===== src/rtl/m_fetch_pkg.sv =====
// Shared fetch types: FSM state encoding and the queued {pc, instruction} record.
// The FAULT state exists only when M_FETCH_ALIGN_CHECK_EN is defined.
package p_fetch;

  typedef enum logic [1:0] {
    ST_IDLE  = 2'd0,
    ST_REQ   = 2'd1,
    ST_DROP  = 2'd2
`ifdef M_FETCH_ALIGN_CHECK_EN
    , ST_FAULT = 2'd3
`endif
  } e_fetch_state;

  typedef struct packed {
    logic [31:0] pc;
    logic [31:0] instruction;
  } s_fetched;

  localparam logic [31:0] PC_STEP    = 32'd4;
  localparam logic [31:0] ALIGN_MASK = 32'hFFFF_FFFC;

endpackage


===== src/rtl/m_fetch_queue.sv =====
// Synchronous prefetch FIFO of s_fetched records with flush; DEPTH must be a power of two.
module m_fetch_queue
  import p_fetch::*;
#(
  parameter int DEPTH = 2
) (
  input  logic                   clk,
  input  logic                   rst,
  input  logic                   flush,
  input  logic                   push,
  input  s_fetched               push_data,
  input  logic                   pop,
  output s_fetched               head,
  output logic                   full,
  output logic                   empty,
  output logic [$clog2(DEPTH):0] count
);

  localparam int AW = $clog2(DEPTH);

  s_fetched        mem_q [DEPTH];
  logic [AW-1:0]   wr_ptr_q, wr_ptr_d;
  logic [AW-1:0]   rd_ptr_q, rd_ptr_d;
  logic [AW:0]     count_q, count_d;
  logic            do_push, do_pop;

  always_comb begin
    do_pop   = pop && (count_q != '0);
    do_push  = push && ((count_q != (AW+1)'(DEPTH)) || do_pop);
    wr_ptr_d = wr_ptr_q + AW'(do_push);
    rd_ptr_d = rd_ptr_q + AW'(do_pop);
    count_d  = count_q + (AW+1)'(do_push) - (AW+1)'(do_pop);
    // Flush wins over any same-cycle push or pop.
    if (flush) begin
      wr_ptr_d = '0;
      rd_ptr_d = '0;
      count_d  = '0;
    end
  end

  always_ff @(posedge clk) begin
    if (rst) begin
      wr_ptr_q <= '0;
      rd_ptr_q <= '0;
      count_q  <= '0;
    end else begin
      wr_ptr_q <= wr_ptr_d;
      rd_ptr_q <= rd_ptr_d;
      count_q  <= count_d;
    end
  end

  always_ff @(posedge clk) begin
    if (do_push && !flush) mem_q[wr_ptr_q] <= push_data;
  end

  assign head  = mem_q[rd_ptr_q];
  assign full  = (count_q == (AW+1)'(DEPTH));
  assign empty = (count_q == '0);
  assign count = count_q;

endmodule


===== src/rtl/m_fetch.sv =====
// Instruction fetch unit: single-outstanding memory requester feeding a prefetch queue.
// Optional misaligned-redirect trap enabled by M_FETCH_ALIGN_CHECK_EN.
module m_fetch
  import p_fetch::*;
#(
  parameter logic [31:0] RESET_VECTOR = 32'h0000_0000,
  parameter int          DEPTH        = 2
) (
  input  logic        clk,
  input  logic        rst,
  output logic        mem_req,
  output logic [31:0] mem_addr,
  input  logic        mem_ack,
  input  logic [31:0] mem_rdata,
  output logic        inst_valid,
  input  logic        inst_ready,
  output logic [31:0] instruction,
  output logic [31:0] inst_pc,
`ifdef M_FETCH_ALIGN_CHECK_EN
  output logic        fault,
`endif
  input  logic        redirect,
  input  logic [31:0] redirect_pc
);

  localparam int CW = $clog2(DEPTH) + 1;

  e_fetch_state  state_q, state_d;
  logic          mem_req_q, mem_req_d;
  logic [31:0]   mem_addr_q, mem_addr_d;
  logic [31:0]   pc_q, pc_d;
`ifdef M_FETCH_ALIGN_CHECK_EN
  logic          fault_q, fault_d;
`endif

  logic          push, pop, q_full, q_empty;
  logic [CW-1:0] q_count, occ_after_ack;
  logic [31:0]   target;
  s_fetched      push_word, head;

  assign target     = redirect_pc & ALIGN_MASK;
  assign push_word  = '{pc: mem_addr_q, instruction: mem_rdata};
  // A redirect hides the head this cycle, which also suppresses the pop.
  assign inst_valid = !q_empty && !redirect;
  assign pop        = inst_valid && inst_ready;

  always_comb begin
    state_d       = state_q;
    mem_req_d     = mem_req_q;
    mem_addr_d    = mem_addr_q;
    pc_d          = pc_q;
    push          = 1'b0;
    occ_after_ack = q_count + CW'(1) - CW'(pop);
`ifdef M_FETCH_ALIGN_CHECK_EN
    fault_d       = fault_q;
`endif
    if (redirect) begin
      pc_d = target;
`ifdef M_FETCH_ALIGN_CHECK_EN
      fault_d = 1'b0;
      if (redirect_pc[1:0] != 2'b00) begin
        state_d   = ST_FAULT;
        fault_d   = 1'b1;
        mem_req_d = mem_req_q && !mem_ack;
      end else
`endif
      if (mem_req_q && !mem_ack) begin
        state_d = ST_DROP;
      end else begin
        state_d    = ST_REQ;
        mem_req_d  = 1'b1;
        mem_addr_d = target;
      end
    end else begin
      case (state_q)
        ST_IDLE: begin
          if (!q_full || pop) begin
            state_d    = ST_REQ;
            mem_req_d  = 1'b1;
            mem_addr_d = pc_q;
          end
        end
        ST_REQ: begin
          if (mem_ack) begin
            push = 1'b1;
            pc_d = mem_addr_q + PC_STEP;
            // Chain the next request only if it still fits beside the queued words.
            if (occ_after_ack < CW'(DEPTH)) begin
              mem_addr_d = mem_addr_q + PC_STEP;
            end else begin
              state_d   = ST_IDLE;
              mem_req_d = 1'b0;
            end
          end
        end
        ST_DROP: begin
          if (mem_ack) begin
            state_d    = ST_REQ;
            mem_addr_d = pc_q;
          end
        end
`ifdef M_FETCH_ALIGN_CHECK_EN
        ST_FAULT: begin
          if (mem_ack) mem_req_d = 1'b0;
        end
`endif
        default: begin
          state_d   = ST_IDLE;
          mem_req_d = 1'b0;
        end
      endcase
    end
  end

  always_ff @(posedge clk) begin
    if (rst) begin
      state_q    <= ST_IDLE;
      mem_req_q  <= 1'b0;
      mem_addr_q <= RESET_VECTOR;
      pc_q       <= RESET_VECTOR;
`ifdef M_FETCH_ALIGN_CHECK_EN
      fault_q    <= 1'b0;
`endif
    end else begin
      state_q    <= state_d;
      mem_req_q  <= mem_req_d;
      mem_addr_q <= mem_addr_d;
      pc_q       <= pc_d;
`ifdef M_FETCH_ALIGN_CHECK_EN
      fault_q    <= fault_d;
`endif
    end
  end

  m_fetch_queue #(.DEPTH(DEPTH)) u_queue (
    .clk       (clk),
    .rst       (rst),
    .flush     (redirect),
    .push      (push),
    .push_data (push_word),
    .pop       (pop),
    .head      (head),
    .full      (q_full),
    .empty     (q_empty),
    .count     (q_count)
  );

  assign mem_req     = mem_req_q;
  assign mem_addr    = mem_addr_q;
  assign instruction = q_empty ? 32'h0 : head.instruction;
  assign inst_pc     = q_empty ? 32'h0 : head.pc;
`ifdef M_FETCH_ALIGN_CHECK_EN
  assign fault       = fault_q;
`endif

endmodule


===== config.mk =====
export PLATFORM = sky130hd
export DESIGN_NAME = m_fetch
export DESIGN_NICKNAME = d
export VERILOG_FILES = /design/src/rtl/m_fetch_pkg.sv /design/src/rtl/m_fetch_queue.sv /design/src/rtl/m_fetch.sv
export SDC_FILE = /design/constraint.sdc
export NUM_CORES = 1
export LEC_CHECK = 0
export CAP_MARGIN = 30
export CORE_MARGIN = 2
export CORE_UTILIZATION = 40
export DETAILED_ROUTE_END_ITERATION = 16
export PLACE_DENSITY = 0.72
export SYNTH_ARGS = -nofsm -noshare
export SYNTH_HDL_FRONTEND = slang
export SYNTH_SLANG_ARGS = --single-unit
export TNS_END_PERCENT = 30

===== constraint.sdc =====
create_clock -name clk -period 7.1 [get_ports clk]
set_input_delay 1.42 -clock clk [delete_from_list [all_inputs] [get_ports clk]]
set_output_delay 1.42 -clock clk [all_outputs]
set_load 0.01 [all_outputs]

==> impl_summary.md, run 1 <==
Run status
The flow ran to the end, and the final reports show no timing, DRC or antenna violations.

Floorplan
In this run the standard cell core region covers 22,600 um2. The die covers 24,400 um2. The effective utilization at floorplan is 40.8%. The I/O pin total is 167.

The number of rows created at floorplan is 55. The die is 156 um wide. From bottom edge to top edge, the die measures 156 um.

Clock network
The number of hold buffers added after CTS was 0. The depth of the CTS H-tree is 4. In this run the deepest clock path goes through 2 buffers. The count of buffers added by post-CTS timing repair for setup is 0.

The clock slew seen by the registers of the worst setup and hold paths is 0.07 ns. The clock drives 199 sinks. The number of cells upsized or downsized after cts is 0. In this run, CTS created clock tree buffers numbering 17. The TritonCTS clock tree is yes.

The tree is rooted in a sky130_fd_sc_hd__clkbuf_16. The clock reaches the later pin of the worst-skew pair after 0.44 ns.

Placed design
The total instance count after detailed placement is 1,275. Detailed placement finished with a half-perimeter wire length of 15.7 mm. The weighted congestion reported at the end of routability-driven placement is 0.855. The pre-CTS setup slack is 3.09 ns. The count of buffers from port buffering is 164.

Worst setup path
The critical path goes through buf_4 -> mux2i_1 -> nor2_1 -> clkdlybuf4s50_1. The critical-path cell with the highest stage delay is sky130_fd_sc_hd__dfxtp_4. The signal arrival time at the worst endpoint is 2.66 ns. The critical path launch point is u_queue.rd_ptr_q. The critical path required time is 5.68 ns. The kind of start point of the critical path is a register. The critical path class is reg -> out. In this design, the stage delay of the slowest critical-path cell is 0.79 ns.

The reg-to-reg startpoint is state_q[0]. The category of the worst setup path capture point is a primary output. Along the worst path, the maximum fanout reaches 39.

Global routing
The initial antenna violation count is 1. The met1 usage is 25.4%. The number of global-route vias before repair is 7,308. The busiest layer in global routing is met2. The global routing usage summed across all routing layers is 20.1%. The first global-routing pass estimated 38.2 mm of wire.

The met3 track demand over resource is 4.53%. The largest net degree at the start of global routing is 66. Global routing finished with a remaining overflow of 0. The global routing met2 resource utilization is 33.0%.

STA
The final-report max-slew violation count was 0. The worst slew margin relative to its limit is 37.3%. The sum of negative setup slack is 0 ns. The total setup violations reported at the end of the flow is 0. At the pin with the least slew margin, the transition time is 0.940 ns. The number of endpoints with negative hold slack in the final report was 0.

The maximum clock skew at final layout is 0.0127 ns. For this run, the top clock speed supported by timing is 245 MHz. The worst path in the final design needs a cycle of 4.08 ns, including I/O delays and setup. Setup slack on the critical path of the routed design comes to 3.02 ns.

On the final layout, the worst hold slack is 0.459 ns. The post-route clock period utilization is 57.5%. Setup repair after global routing left no endpoint under its margin.

Synthesis
Of the total synthesized cell area, the portion taken by full adders, half adders and majority gates is 0.812%. The area of the mapped netlist is 9250 um2. The post-synth net total is 949. The sequential share of the synthesized area is 56.9%. The synthesized design contains 128 enable-type register cells.

Synthesis inferred 199 register bits. The most used flip-flop cell after synthesis is sky130_fd_sc_hd__edfxtp_1. The cell type with the largest total area after synthesis is sky130_fd_sc_hd__edfxtp_1.

The dominant combinational cell family by area after synthesis is simple AND/OR/NAND/NOR gates. In this run the biggest area consumer among cell types represents 41.6% of the synthesized area. After technology mapping, the gate count stands at 874.

A synthesized cell averages 10.6 um2. The share of async-settable or async-resettable flops after synthesis is 0%. By count the netlist is led by sky130_fd_sc_hd__nor2_1, sky130_fd_sc_hd__edfxtp_1, sky130_fd_sc_hd__dfxtp_1, sky130_fd_sc_hd__mux2i_1, sky130_fd_sc_hd__nand2_1. During synthesis, Yosys emitted a total of 0 warnings. The post-synthesis compound-gate area fraction is 13.3%.

The count of distinct cell types in the synthesized netlist is 62. The xor/xnor share of the synthesized area is 2.18%. The area fraction in and, or, nand and nor cells after synthesis is 16.2%. By instance count, the leading cell after synthesis is sky130_fd_sc_hd__nor2_1. Measured against the total synthesized area, the mux share comes to 7.47%. Sorting the synthesized cells by area gives the leading types as sky130_fd_sc_hd__edfxtp_1, sky130_fd_sc_hd__dfxtp_1, sky130_fd_sc_hd__mux2i_1, sky130_fd_sc_hd__nor2_1, sky130_fd_sc_hd__a21oi_1.

Flow run
The max capacitance violation total is 0.

Pwr
Of the total power, combinational logic draws 13.3%. For this design the total switching power over the nets is 0.709 mW. The clock network power share is 35.5%. The total power is 2.65 mW. The sequential share of power is 51.2%. The analysis attributes to cell leakage a power of 3.82 nW.

The switching share of total power is 26.7%. VDD sags by at most 0.136 mV. The power density over the cells is 226 nW/um2. The internal power summed over all cells is 1.94 mW.

Detailed routing
In this run the remaining antenna-violating nets after routing total 0. Using the TritonRoute via totals, the vias-per-cell ratio works out to 5.64. Across all layers, the routed design uses 7,388 vias.

The final wirelength is 24.4 mm. The number of DRC violations after detailed routing is 0. The number of iterations in the first detailed-routing pass is 7. After detailed routing, the average wire length per cell comes to 18.7 um. The number of DRC markers in iteration 0 is 742.

Finish
The final layout contains 1,085 nets. The fraction of layout instances using a drive strength above 1 is 7.04%. Relative to the synthesized area, the layout overhead comes to 26.7%.

The finished layout holds 1,309 standard cells, fillers aside.

Worst hold path
The launch instance of the worst min-delay path is pc_q[1]. The path class of the tightest hold or removal check is reg -> reg.
-- flip-flops by register name, summed over array words and instances (netlist names) --
register          count
pc_q                 32
u_queue.rd_ptr_q      1
u_queue.mem_q       128
u_queue.count         2
state_q               2
mem_addr             32
mem_req               1
u_queue.wr_ptr_q      1
-- worst paths after layout --
path	depth (start not counted)	slack, ns	to
max	4	3.02	inst_pc[27]
min	2	0.46	pc_q[1]
max reg2reg	7	4.27	u_queue.mem_q[0][9]
min reg2reg	2	0.46	pc_q[1]
-- layout make-up --
| type | instances | area [um2] |
|---|---|---|
| Antenna cell | 1 | 2.50 |
| Clock buffer | 17 | 425 |
| Clock inverter | 15 | 144 |
| Multi-Input combinational cell | 600 | 3720 |
| Timing Repair Buffer | 180 | 1750 |
| Sequential cell | 199 | 5270 |
| Inverter | 12 | 45.0 |
| Tap cell | 285 | 357 |
| Fill cell | 1954 | 10900 |
-- layout by cell type, fill, tap and decap left out, types with 5 or more instances in the layout --
cell | netlist | layout
sky130_fd_sc_hd__a211oi_1 | 14 | 14
sky130_fd_sc_hd__a21boi_0 | 7 | 7
sky130_fd_sc_hd__a21o_1 | 5 | 5
sky130_fd_sc_hd__a21oi_1 | 50 | 50
sky130_fd_sc_hd__a22oi_1 | 8 | 8
sky130_fd_sc_hd__and3_1 | 7 | 7
sky130_fd_sc_hd__buf_4 | 0 | 13
sky130_fd_sc_hd__clkbuf_16 | 0 | 17
sky130_fd_sc_hd__clkdlybuf4s50_1 | 0 | 162
sky130_fd_sc_hd__dfxtp_1 | 71 | 70
sky130_fd_sc_hd__edfxtp_1 | 128 | 128
sky130_fd_sc_hd__ha_1 | 6 | 6
sky130_fd_sc_hd__inv_1 | 10 | 10
sky130_fd_sc_hd__mux2i_1 | 69 | 69
sky130_fd_sc_hd__nand2_1 | 64 | 64
sky130_fd_sc_hd__nand2b_1 | 12 | 12
sky130_fd_sc_hd__nand3_1 | 22 | 22
sky130_fd_sc_hd__nand4_1 | 8 | 8
sky130_fd_sc_hd__nor2_1 | 133 | 131
sky130_fd_sc_hd__nor2b_1 | 7 | 6
sky130_fd_sc_hd__nor3_1 | 14 | 14
sky130_fd_sc_hd__nor4_1 | 15 | 15
sky130_fd_sc_hd__o21ai_0 | 34 | 34
sky130_fd_sc_hd__o221ai_1 | 5 | 5
sky130_fd_sc_hd__o22ai_1 | 9 | 9
sky130_fd_sc_hd__o31a_1 | 7 | 7
sky130_fd_sc_hd__o31ai_1 | 5 | 5
sky130_fd_sc_hd__o32ai_1 | 8 | 8
sky130_fd_sc_hd__or2_2 | 7 | 7
sky130_fd_sc_hd__xnor2_1 | 15 | 15
sky130_fd_sc_hd__xor2_1 | 8 | 8
-- stage by stage --
stage / instance area (um2) / util [%]
after global placement: 11100 / 49.1
after floorplan: 9250 / -
after detailed placement: 11100 / 49.2
final: 11700 / 51.7
after CTS: 11700 / 51.7
after global routing: 11700 / 51.7
-- critical path, delay by kind of cell, from the launching register on --
family | cells | cell delay [ns]
and+or+nand+nor | 1 | 0.06
muxes | 1 | 0.25
DFF | 1 | 0.79
buffers and inverters | 2 | 1.08
-- power by group through the flow --
stage	registers [mW]	clock network (mW)	logic (mW)
2_1_floorplan	1.36	0	0.190
3_3_place_gp	1.38	0	0.340
3_5_place_dp	1.38	0	0.349
4_1_cts	1.36	0.960	0.351
5_1_grt	1.36	1.01	0.383
6_report	1.36	0.941	0.352
-- cell families (layout without fill, tap and decap cells) --
logic type	count (synthesis)	in the layout
and+or+nand+nor	317	317
DFF	199	199
AOI/OAI and AO/OA	185	185
buffers and inverters	75	224
muxes	69	69
xor gates and xnor gates	23	23
adders and majority gates	6	6
other	0	1
-- metal layers --
layer  part of all wire, %  vias to the layer above
met1                    43                     3525
met5                     0                        -
met3                   7.6                       57
met4                   3.2                        0
met2                    47                      317
li1                      -                     3489
No activity file was read; power rests on OpenSTA's default activity.
==> inputs of run 2 (changes only) <==
==> constraint.sdc (replaced) <==
create_clock -name clk -period 4.04 [get_ports clk]
set_input_delay 0.808 -clock clk [delete_from_list [all_inputs] [get_ports clk]]
set_output_delay 0.808 -clock clk [all_outputs]
set_load 0.01 [all_outputs]
==> impl_summary.md, run 2 (same netlist as run 1, synthesis figures left out) <==
Detailed routing
The number of antenna-violating nets in the routed design is 0 (unchanged). The final wirelength is 24.6 mm (+0.73%). The routed wirelength normalized by instance count is 18.7 um (+0.35%). The number of DRC markers in iteration 0 is 776 (+4.6%). The number of iterations in the first detailed-routing pass was 7 (unchanged).

The number of vias per cell after detailed routing is 5.55 (-1.6%). The number of DRC violations after detailed routing is 0 (unchanged). The total vias in the final route is 7,298 (-1.2%).

Clock network
The count of buffers added by post-CTS timing repair for setup was 0 (unchanged). The depth of the CTS H-tree is 4 (unchanged). The number of sinks driven by the clock tree was 199 (unchanged). The number of buffers added by the clock tree synthesis step was 17 (unchanged).

The clock slew seen by the registers of the worst setup and hold paths is 0.07 ns (about the same). The clock tree root driver cell is sky130_fd_sc_hd__clkbuf_16. The maximum count of clock buffers along a single path was 2 (unchanged). The count of hold-fix buffers inserted at cts is 0 (unchanged).

The number of cells upsized or downsized after cts was 0 (unchanged). The source-to-sink clock delay at the later pin of the worst-skew pair is 0.44 ns (about the same). The TritonCTS clock tree is yes.

Worst setup path
By startpoint and endpoint, the worst setup path is classified as reg -> out. The kind of start point of the critical path is a register. The largest fanout on the critical path is 36 (-7.7%).

STA classifies the critical path endpoint as a primary output. The signal arrival time at the worst endpoint is 2.37 ns (-0.29 ns). The critical path required time is 3.23 ns (-2.45 ns).

Finish
The final instance count without filler cells came to 1,314 (+0.38%). Relative to the synthesized area, the layout overhead comes to 27.6%. The flip-flop count of the largest register after layout came to 128 (unchanged). The number of inserted diodes is 0 (-1). The number of filler instances in the final layout is 1,980 (+1.3%). The finished layout cell area came to 11,800 um2 (+0.74%).

The library cells used most frequently in the layout, excluding fill and tap cells, are sky130_fd_sc_hd__clkdlybuf4s50_1, sky130_fd_sc_hd__nor2_1, sky130_fd_sc_hd__edfxtp_1, sky130_fd_sc_hd__dfxtp_1, sky130_fd_sc_hd__mux2i_1. The final core utilization is 52.1% (+0.38 points). The layout net count is 1,091 (+0.55%). The most common cell after layout, fill and taps aside is sky130_fd_sc_hd__clkdlybuf4s50_1. Ranked by flip-flop count, first place goes to u_queue.mem_q. The fraction of layout instances using a drive strength above 1 is 7.39% (+0.35 points).

STA
The worst path needs 3.18 ns of the cycle, external delays included. The post-route clock period utilization is 78.6%. The slew at the pin with the worst max-slew slack is 0.935 ns (-0.00545 ns).

The total setup violations reported at the end of the flow is 0 (unchanged). The worst slew margin relative to its limit is 37.7% (+0.36 points). The sum of negative setup slack was 0 ns (unchanged). The maximum clock skew at final layout is 0.0123 ns (-0.000405 ns).

Setup repair after global routing left no endpoint under its margin. The final-report max-slew violation count is 0 (unchanged). Static timing analysis puts the maximum clock frequency at 315 MHz. The number of endpoints with negative hold slack in the final report is 0 (unchanged).

Placed design
The total placed instance area is 11,200 um2 (+0.63%). The total instance count after detailed placement was 1,282 (+0.55%). The count of buffers from port buffering is 164 (unchanged).

The weighted congestion reported at the end of routability-driven placement was 0.880 (+2.9%). The HPWL reported at the end of detailed placement is 16.4 mm (+4.6%).

Pwr
The leakage power total is 3.85 nW (+1.0%). The largest vdd supply drop was 0.195 mV (+43%). The power density over the cells is 401 nW/um2 (+77%).

Flow run
The max capacitance violation total is 0 (unchanged).

Global routing
The number of global-route vias before repair is 7,062 (-3.4%). The global routing usage summed across all routing layers is 20.2% (+0.074 points). The initial antenna violation count is 1 (unchanged).

The first-pass GRT wire length is 38.1 mm (-0.15%). The remaining global-route overflow was 0 (unchanged). The largest net degree at the start of global routing is 65 (-1.5%).

Floorplan
The die width is 156 um (unchanged). The area of the placeable core is 22,600 um2 (unchanged). The I/O pin total is 167 (unchanged). The die boundary height is 156 um (unchanged).

The number of rows created at floorplan is 55 (unchanged). The effective utilization at floorplan is 40.8% (unchanged). The area enclosed by the die boundary was 24,400 um2 (unchanged).

Worst hold path
The class of the worst hold path is reg -> reg.

Run status
The run finished with clean final reports.
-- run 2: cell count changes in the layout (fill, tap and decap cells not counted), moves of 2 or more --
cell	delta
sky130_fd_sc_hd__clkinv_4	-2
sky130_fd_sc_hd__buf_2	-2
sky130_fd_sc_hd__inv_8	+2
sky130_fd_sc_hd__inv_6	-2
sky130_fd_sc_hd__buf_12	+2
sky130_fd_sc_hd__buf_4	+7
-- run 2: layout make-up --
cell class                      count  area, um2  area share [%]
Tap cell                          285        357            3.02
Multi-Input combinational cell    600       3710            31.5
Inverter                           12       45.0           0.382
Sequential cell                   199       5270            44.7
Clock inverter                     15        168            1.42
Timing Repair Buffer              186       1820            15.4
Clock buffer                       17        425            3.61
-- run 2: worst max-delay path: stages, from the launching register on --
cell and delay [ns]:
sky130_fd_sc_hd__dfxtp_4 0.77, sky130_fd_sc_hd__buf_12 0.31, sky130_fd_sc_hd__mux2i_1 0.24, sky130_fd_sc_hd__nor2_1 0.06
sky130_fd_sc_hd__clkdlybuf4s50_1 0.48
-- run 2: power breakdown --
| part | leakage [nW] | internal [mW] | switching [mW] | total [mW] |
|---|---|---|---|---|
| Clock | 0.285 | 0.929 | 0.799 | 1.73 |
| Combinational | 1.80 | 0.290 | 0.332 | 0.621 |
| Sequential | 1.77 | 2.26 | 0.125 | 2.38 |
-- run 2: worst paths after layout --
check / start / to / slack [ns] / cells past startpoint
setup / recovery: u_queue.rd_ptr_q / instruction[1] / 0.86 / 4
hold reg to reg: pc_q[0] / pc_q[0] / 0.47 / 2
hold / removal: pc_q[0] / pc_q[0] / 0.47 / 2
setup reg to reg: mem_addr[18] / pc_q[30] / 1.25 / 5
-- run 2: metal layers --
metal	global-route usage [%]	share of wire (%)
met3	4.75	7.4
met1	26.5	44
met4	7.82	2.9
met2	32.4	46
met5	0	0.049
-- run 2: per-stage QoR --
| step | worst slack (ns) | hold WS [ns] | total power [mW] |
|---|---|---|---|
| detailed placement | 0.557 | 0.454 | 3.05 |
| global route | 0.723 | 0.490 | 4.91 |
| floorplan | 0.401 | 0.437 | 2.73 |
| global placement | 0.612 | 0.445 | 3.03 |
| finish | 0.864 | 0.467 | 4.73 |
| CTS | 0.823 | 0.466 | 4.76 |
